**config.mk**
```make
export PLATFORM = sky130hd
export DESIGN_NAME = wordmux_arb
export DESIGN_NICKNAME = d
export VERILOG_FILES = /design/src/rtl/wordmux_arb.sv
export SDC_FILE = /design/constraint.sdc
export NUM_CORES = 1
export LEC_CHECK = 0
export BUFFER_PORTS_ARGS = -buffer_cell sky130_fd_sc_hd__buf_4
export CAP_MARGIN = 10
export CORE_ASPECT_RATIO = 1.25
export CORE_MARGIN = 3
export CORE_UTILIZATION = 30
export CTS_CLUSTER_SIZE = 30
export DETAILED_ROUTE_END_ITERATION = 8
export GPL_ROUTABILITY_DRIVEN = 1
export PLACE_DENSITY = 0.62
export SLEW_MARGIN = 0
export SYNTH_ARGS = -nofsm -noshare
export SYNTH_HDL_FRONTEND = slang
export SYNTH_SLANG_ARGS = --single-unit
```
**constraint.sdc**
```tcl
create_clock -name i_clk -period 11.8 [get_ports i_clk]
set_input_delay 1.18 -clock i_clk [delete_from_list [all_inputs] [get_ports i_clk]]
set_output_delay 1.18 -clock i_clk [all_outputs]
set_load 0.02 [all_outputs]
```
**src/rtl/wordmux_arb.sv**
```systemverilog
// wordmux_arb: N-channel valid/ready word multiplexer, fixed-select or round-robin, one output register.
// Optional packet lock in round-robin mode: define WORDMUX_ARB_LOCK_EN.
`default_nettype none

module wordmux_arb #(
  parameter int WIDTH = 16,
  parameter int NCH   = 4,
  parameter int SELW  = 2
) (
  input  logic                   i_clk,
  input  logic                   i_rst,
  input  logic                   i_mode,
  input  logic [SELW-1:0]        i_sel,
  input  logic [0:NCH-1]         i_valid,
  input  logic [0:NCH*WIDTH-1]   i_data,
`ifdef WORDMUX_ARB_LOCK_EN
  input  logic [0:NCH-1]         i_last,
  output logic                   o_locked,
`endif
  output logic [0:NCH-1]         o_ready,
  output logic                   o_valid,
  output logic [WIDTH-1:0]       o_data,
  output logic [SELW-1:0]        o_chan,
  input  logic                   i_ready
);

  localparam logic [SELW-1:0] PTR_RST = SELW'(NCH - 1);

  logic [SELW-1:0]  ptr;
  logic             load;
  logic             fx_ok;
  logic             rr_ok;
  logic [SELW-1:0]  rr_idx;
  logic             grant_ok;
  logic [SELW-1:0]  grant;
  logic [WIDTH-1:0] grant_word;
  logic             xfer;
  int               rr_dist;
  int               rr_best;

  assign load = !o_valid || i_ready;

  // Fixed mode: an out-of-range select simply matches no channel.
  always_comb begin
    fx_ok = 1'b0;
    for (int k = 0; k < NCH; k++) begin
      if (i_sel == SELW'(k) && i_valid[k]) fx_ok = 1'b1;
    end
  end

  // Round-robin: pick the valid channel nearest after ptr, wrapping modulo NCH.
  always_comb begin
    rr_ok   = 1'b0;
    rr_idx  = '0;
    rr_best = NCH;
    rr_dist = 0;
    for (int k = 0; k < NCH; k++) begin
      rr_dist = k - int'(ptr) - 1;
      if (rr_dist < 0) rr_dist = rr_dist + NCH;
      if (i_valid[k] && rr_dist < rr_best) begin
        rr_best = rr_dist;
        rr_ok   = 1'b1;
        rr_idx  = SELW'(k);
      end
    end
  end

`ifdef WORDMUX_ARB_LOCK_EN
  logic            locked;
  logic [SELW-1:0] lock_ch;
  logic            lock_ok;
  logic            grant_last;

  assign o_locked = locked;

  always_comb begin
    lock_ok    = 1'b0;
    grant_last = 1'b1;
    for (int k = 0; k < NCH; k++) begin
      if (lock_ch == SELW'(k)) lock_ok = i_valid[k];
      if (grant == SELW'(k)) grant_last = i_last[k];
    end
  end

  always_comb begin
    if (!i_mode) begin
      grant_ok = fx_ok;
      grant    = i_sel;
    end else if (locked) begin
      grant_ok = lock_ok;
      grant    = lock_ch;
    end else begin
      grant_ok = rr_ok;
      grant    = rr_idx;
    end
  end
`else
  always_comb begin
    if (!i_mode) begin
      grant_ok = fx_ok;
      grant    = i_sel;
    end else begin
      grant_ok = rr_ok;
      grant    = rr_idx;
    end
  end
`endif

  always_comb begin
    o_ready    = '0;
    grant_word = '0;
    for (int k = 0; k < NCH; k++) begin
      o_ready[k] = !i_rst && load && grant_ok && (grant == SELW'(k)) && i_valid[k];
      if (grant == SELW'(k)) grant_word = i_data[k*WIDTH +: WIDTH];
    end
  end

  assign xfer = |o_ready;

  always_ff @(posedge i_clk or posedge i_rst) begin
    if (i_rst) begin
      o_valid <= 1'b0;
      o_data  <= '0;
      o_chan  <= '0;
      ptr     <= PTR_RST;
`ifdef WORDMUX_ARB_LOCK_EN
      locked  <= 1'b0;
      lock_ch <= '0;
`endif
    end else begin
      if (xfer) begin
        o_valid <= 1'b1;
        o_data  <= grant_word;
        o_chan  <= grant;
      end else if (i_ready) begin
        o_valid <= 1'b0;
      end
      if (xfer && i_mode) ptr <= grant;
`ifdef WORDMUX_ARB_LOCK_EN
      if (!i_mode) begin
        locked <= 1'b0;
      end else if (xfer) begin
        locked  <= !grant_last;
        lock_ch <= grant;
      end
`endif
    end
  end

endmodule

`default_nettype wire

```
# After elaboration in Yosys (flattened, before gate mapping)
# Index checks and enable logic that the tools add are counted.
dict set report totals {
  regBits 21
  latch_bits 0
  mem_bits_rw 0
  rom_bits 0
  in_bits 74
  out_inout_bits 23
  elab_cells 82
  mem_count 0
}
dict set report classes {
  addsub 12
  mul 0
  div 0
  order_cmp 8
  eq_ne 6
  shift 0
  mux 26
  bitwise 0
  reduce_logical 26
}
# op count
set op_table {}
lappend op_table {{32-bit 2-to-1 mux} 7}
lappend op_table {{32-bit < comparator} 3}
lappend op_table {{16-bit 2-to-1 mux} 4}
lappend op_table {{32-bit by 4-bit < comparator with 1-bit output (second input constant)} 1}
lappend op_table {{4-bit by 4-bit adder with 5-bit output (second input constant)} 4}
lappend op_table {{1-bit logical AND} 19}
lappend op_table {{4-bit by 1-bit < comparator with 1-bit output (second input constant)} 4}
lappend op_table {{3-bit by 2-bit subtractor with 4-bit output (second input constant)} 4}
lappend op_table {{1-bit 2-to-1 mux} 12}
lappend op_table {{2-bit equality test (second input constant)} 4}
lappend op_table {{2-bit 2-to-1 mux} 3}
lappend op_table {{1-bit by 2-bit subtractor with 3-bit output (first input constant)} 2}
lappend op_table {{2-bit by 2-bit subtractor with 3-bit output (first input constant)} 2}
lappend op_table {{2-bit by 1-bit equality test with 1-bit output (second input constant)} 2}
lappend op_table {{2-bit logical NOT} 2}
lappend op_table {{4-bit OR reduction} 1}
lappend op_table {{1-bit logical NOT} 2}
lappend op_table {{2-bit nonzero test} 1}
lappend op_table {{1-bit logical OR} 1}

# Logic depth before layout (Yosys ltp)
dict set report logic_depth {
  ltp_word 22
  ltp_mapped 22
  depth_no_buf 19
}

# Worst setup path before layout
# OpenSTA, ideal clock, no wires.
dict set report synth_path {
  path_kind {input to output}
  startpoint {input port i_valid[0] in the netlist's numbering}
  endpoint {output port o_ready[0] in the netlist's numbering}
  arrival_ns 4.850
  t_required_ns 10.620
  setup_slack_ns 5.770
  path_stages 15
  n_path_buf 3
  cell_sequence {buf_6 -> inv_1 -> o32a_1 -> ha_1 -> o211ai_1 -> o211a_4 -> nor2_2 -> clkbuf_1 -> o21ai_0 -> ha_1 -> o22ai_1 -> a221oi_2 -> clkbuf_1 -> a21boi_0 -> nor3_1}
}
dict set report synth_between {
  elab_chain_cells 15
  elab_cells_between_ends 28
  classes_between {3 x order compare; 16 x mux; 9 x reduce/logical}
}
# element line_no
set synth_rtl {}
lappend synth_rtl {{start, declared} 14} ;# input logic [0:NCH-1] i_valid,
lappend synth_rtl {{1-bit logical AND} 60} ;# if (i_valid[k] && rr_dist < rr_best) begin
lappend synth_rtl {{32-bit 2-to-1 mux} 60}
lappend synth_rtl {{32-bit < comparator} 60}
lappend synth_rtl {{1-bit logical AND} 60}
lappend synth_rtl {{32-bit 2-to-1 mux} 60}
lappend synth_rtl {{32-bit < comparator} 60}
lappend synth_rtl {{1-bit logical AND} 60}
lappend synth_rtl {{32-bit 2-to-1 mux} 60}
lappend synth_rtl {{32-bit < comparator} 60}
lappend synth_rtl {{1-bit logical AND} 60}
lappend synth_rtl {{2-bit 2-to-1 mux / 1-bit 2-to-1 mux (equally long branches)} 60}
lappend synth_rtl {{2-bit 2-to-1 mux / 1-bit 2-to-1 mux (equally long branches)} 99} ;# if (!i_mode) begin
lappend synth_rtl {{2-bit logical NOT / 1-bit logical AND (equally long branches)} 113} ;# o_ready[k] = !i_rst && load && grant_ok && (grant == SELW'(k)) && i_valid[k];
lappend synth_rtl {{1-bit logical AND} 113}
lappend synth_rtl {{1-bit logical AND (*)} 113}
lappend synth_rtl {{end, declared} 20} ;# output logic [0:NCH-1] o_ready,
# Mark *: on every way between the ends. The rest lies on a longest branch, timed or not.

# Worst setup path in the final report
dict set report layout_path {
  startpoint {register ptr[0]}
  endpoint {output port o_ready[0] in the netlist's numbering}
}
dict set report layout_between {
  elab_chain_cells 20
  elab_cells_between_ends 44
  classes_between {12 x add/sub; 8 x order compare; 16 x mux; 8 x reduce/logical}
}
# element line_no
set layout_rtl {}
lappend layout_rtl {{start, declared} 29} ;# logic [SELW-1:0] ptr;
lappend layout_rtl {{start signal, assigned} 138} ;# if (xfer && i_mode) ptr <= grant;
lappend layout_rtl {{1-bit by 2-bit subtractor with 3-bit output} 58} ;# rr_dist = k - int'(ptr) - 1;
lappend layout_rtl {{3-bit by 2-bit subtractor with 4-bit output} 58}
lappend layout_rtl {{4-bit by 4-bit adder with 5-bit output / 4-bit by 1-bit < comparator with 1-bit output (equally long branches)} 59} ;# if (rr_dist < 0) rr_dist = rr_dist + NCH;
lappend layout_rtl {{32-bit 2-to-1 mux} 59}
lappend layout_rtl {{32-bit by 4-bit < comparator with 1-bit output} 60}
lappend layout_rtl {{1-bit logical AND} 60}
lappend layout_rtl {{32-bit 2-to-1 mux} 60}
lappend layout_rtl {{32-bit < comparator} 60}
lappend layout_rtl {{[... 3 more ...]} n/a}
lappend layout_rtl {{1-bit logical AND} 60}
lappend layout_rtl {{32-bit 2-to-1 mux} 60}
lappend layout_rtl {{32-bit < comparator} 60}
lappend layout_rtl {{1-bit logical AND} 60}
lappend layout_rtl {{2-bit 2-to-1 mux / 1-bit 2-to-1 mux (equally long branches)} 60}
lappend layout_rtl {{2-bit 2-to-1 mux / 1-bit 2-to-1 mux (equally long branches)} 99}
lappend layout_rtl {{2-bit logical NOT / 1-bit logical AND (equally long branches)} 113}
lappend layout_rtl {{1-bit logical AND (*) (2 in series)} 113}
# Marks and branches as above.

==> run metrics <==
Initial DRC Count 124; WP data required 10.62 ns; Via density 5.570; root buffer cell clkbuf_8; Hold Buf Count CTS 0; GR Overflow Total 0; Synth Warn # 0; Top FF cell, synth dfrtp_1; Worst-Skew Late Latency 0.27 ns; DR pass1 iterations 4; relative max-transition margin 35.86%; io pins 97; setup violators final 0; Max-Cap Viols 0; # H-tree levels 1; PortBufs 96; Post-Layout Cell Count 405; RSZ-0062 raised after global routing false; largest net degree at the start of global routing 45; fmax 0.1476 GHz; Min-Delay Path Class flip-flop to flip-flop; CTS tree built; Period minus WS final 6.775 ns; synth unique cells 47; Die Ht 104.7 um; Nets 396; full die area 8892 um^2; placement row count 35; die width 84.95 um; crit path launch ptr[0]; Setup Buffers After CTS 0; DRC 0; Pleak 0.001360 uW; CP Launch Type flip-flop; Multi-input gate area 1610 um^2; pre-CTS WS 5.194 ns; Hold Vio Cnt, Final 0; post-CTS resize count 0; wire per inst 18.56 um; hold slack 0.4832 ns; Yosys top cell area share 20.34%; total CTS buffers 3; Initial Utilization 31.21%; status completed; CP endpoint o_ready[0]; first-pass GRT wire length 11930 um; Placed Cells 401; fraction of layout cells with a size suffix above 1 46.01%; syn avg cell area 9.946 um^2; Storage cell area 528.0 um^2; Worst R2R Start ptr[0]; ant diodes 0; dominant cell type by area after synthesis dfrtp_1; Layout Skew 0.007480 ns; RePlAce Congestion 0.7994; vias 2256; core area 7488 um^2; Post-synth EDFFs 0; Critical Path AT 5.59 ns; GRT Resource Usage Total 16.61%; CP max FO 19; Layout fillers 741; worst reg-to-reg path cell count 16; Worst R2R Setup Slack 6.18 ns; pwr/cell area 256.1 nW/um^2; Yosys reg bits 21; # clock sinks 21; Area contributors post-synth dfrtp_1 20%, a2111oi_4 11%, o311a_1 6.9%; reg2reg end o_data[8]; vias in the first global route 2348; Peak VDD IR 99.91 uV; sequential share of the synthesized area 22.59%; worst slew pin tran 0.9620 ns; setup tns final 0 ns; Clock Pin Slew Worst Setup and Hold Paths 0.09 ns; total wire length 7515 um; setup ws final 5.025 ns; Netlist Area Pre-Place 2337 um^2; Final ANT Viol Nets 0; initial antenna violation count 0; area grow syn2layout 31.80%; hpwl dp 5528 um; clock buffer depth 2; critical path class flip-flop to primary output; period utilisation layout 57.41%; Mapped Cells 235; count of final max-slew check failures 0; Worst Setup End Kind primary output; FFs w/ async S/R, synth 100.0%
[kinds of logic (layout without fill, tap and decap cells)]
kind of cell	Yosys count	in the layout	synth area share, %
AOI/OAI and AO/OA	106	106	50.27
and+or+nand+nor	60	60	11.78
buffers and inverters	35	112	8.779
DFF	21	21	22.59
adders and majority gates	8	8	4.283
xor gates and xnor gates	2	2	0.7496
muxes	2	2	1.392
other	1	2	0.1604
[critical path, cell delays in order, from the launching register on]
cell and delay [ns]:
dfstp_2 0.63, inv_1 0.10, ha_1 0.41, nand2_1 0.17, o32a_1 0.33, ha_1 0.28
o211ai_1 0.11, o211a_4 0.30, nor2_2 0.60, o21ai_0 0.22, ha_1 0.37, inv_1 0.05
a211oi_1 0.26, a221oi_2 0.14, o311ai_4 0.78, nand2_1 0.15, nor3_1 0.24, buf_4 0.17
[cells in the mapped netlist (5+ instances only)]
cell       count
clkbuf_1      14
ha_1           8
inv_1          8
nor3_1         5
o31ai_1        9
a21oi_1       18
o21ai_0        6
nand2_1       40
a2111oi_4      9
o311a_1       16
o31ai_2        7
a221oi_1       8
dfrtp_1       19
buf_6          6
a221oi_2      10
a2111oi_0      8
[flip-flops by register name, summed over array words and instances, names as in the netlist]
register and cells:
o_valid 1, ptr 2, o_data 16, o_chan 2
[power breakdown]
part / switching [uW] / internal [uW] / total [uW]
Clock: 27.7 / 23.6 / 51.3
Sequential: 23.5 / 108 / 132
Combinational: 363 / 243 / 606
Total: 414 / 375 / 789
[through the flow]
stage                     utilization [%]  area (um^2)  power [uW]
after floorplan                         -         2341       609.4
after global placement              40.52         3034       732.8
after detailed placement            40.52         3034       740.7
after CTS                           41.14         3080       793.3
after global routing                41.14         3080       853.3
final                               41.14         3080       788.9
[worst min-delay path by stage]
stage / startpoint / to / slack, ns / cells after the start
2_1_floorplan: ptr[1] / ptr[1] / 0.48 / 2
3_3_place_gp: o_data[4] / o_data[4] / 0.47 / 2
3_5_place_dp: o_data[4] / o_data[4] / 0.47 / 2
4_1_cts: o_data[4] / o_data[4] / 0.49 / 2
5_1_grt: o_data[9] / o_data[9] / 0.50 / 2
6_report: o_data[4] / o_data[4] / 0.48 / 2
[cell usage in the layout (no fill, tap or decap), types with 2 or more instances in the layout]
| master | Yosys | routed |
|---|---|---|
| o211a_4 | 2 | 2 |
| or2_2 | 2 | 2 |
| dfrtp_1 | 19 | 19 |
| clkbuf_8 | 0 | 3 |
| a21oi_1 | 18 | 18 |
| nand2b_1 | 3 | 3 |
| a221oi_2 | 10 | 10 |
| nand2_1 | 40 | 40 |
| o311a_1 | 16 | 16 |
| conb_1 | 1 | 2 |
| inv_1 | 8 | 8 |
| dfstp_2 | 2 | 2 |
| o21ai_0 | 6 | 6 |
| nor2_1 | 4 | 4 |
| buf_4 | 2 | 100 |
| a2111oi_0 | 8 | 8 |
| o211ai_1 | 2 | 2 |
| a2111oi_4 | 9 | 9 |
| ha_1 | 8 | 8 |
| a221oi_1 | 8 | 8 |
| o31ai_2 | 7 | 7 |
| nor3_1 | 5 | 5 |
| o31ai_1 | 9 | 9 |
[area by class of cell]
cell class,count,share of cell area [%]
Clock buffer,3,1.340
Sequential cell,21,17.14
Timing Repair Buffer,100,24.37
Tap cell,92,3.737
Inverter,8,0.9748
Clock inverter,1,0.1625
Multi-Input combinational cell,180,52.27
[per-layer routing]
metal	global-route usage, %	vias up	part of all wire (%)
li1	-	1096	-
met4	5.317	0	1.5
met5	0	-	0
met1	21.58	1074	43
met3	2.287	10	6.0
met2	28.06	76	49
No activity file was read; power rests on OpenSTA's default activity.
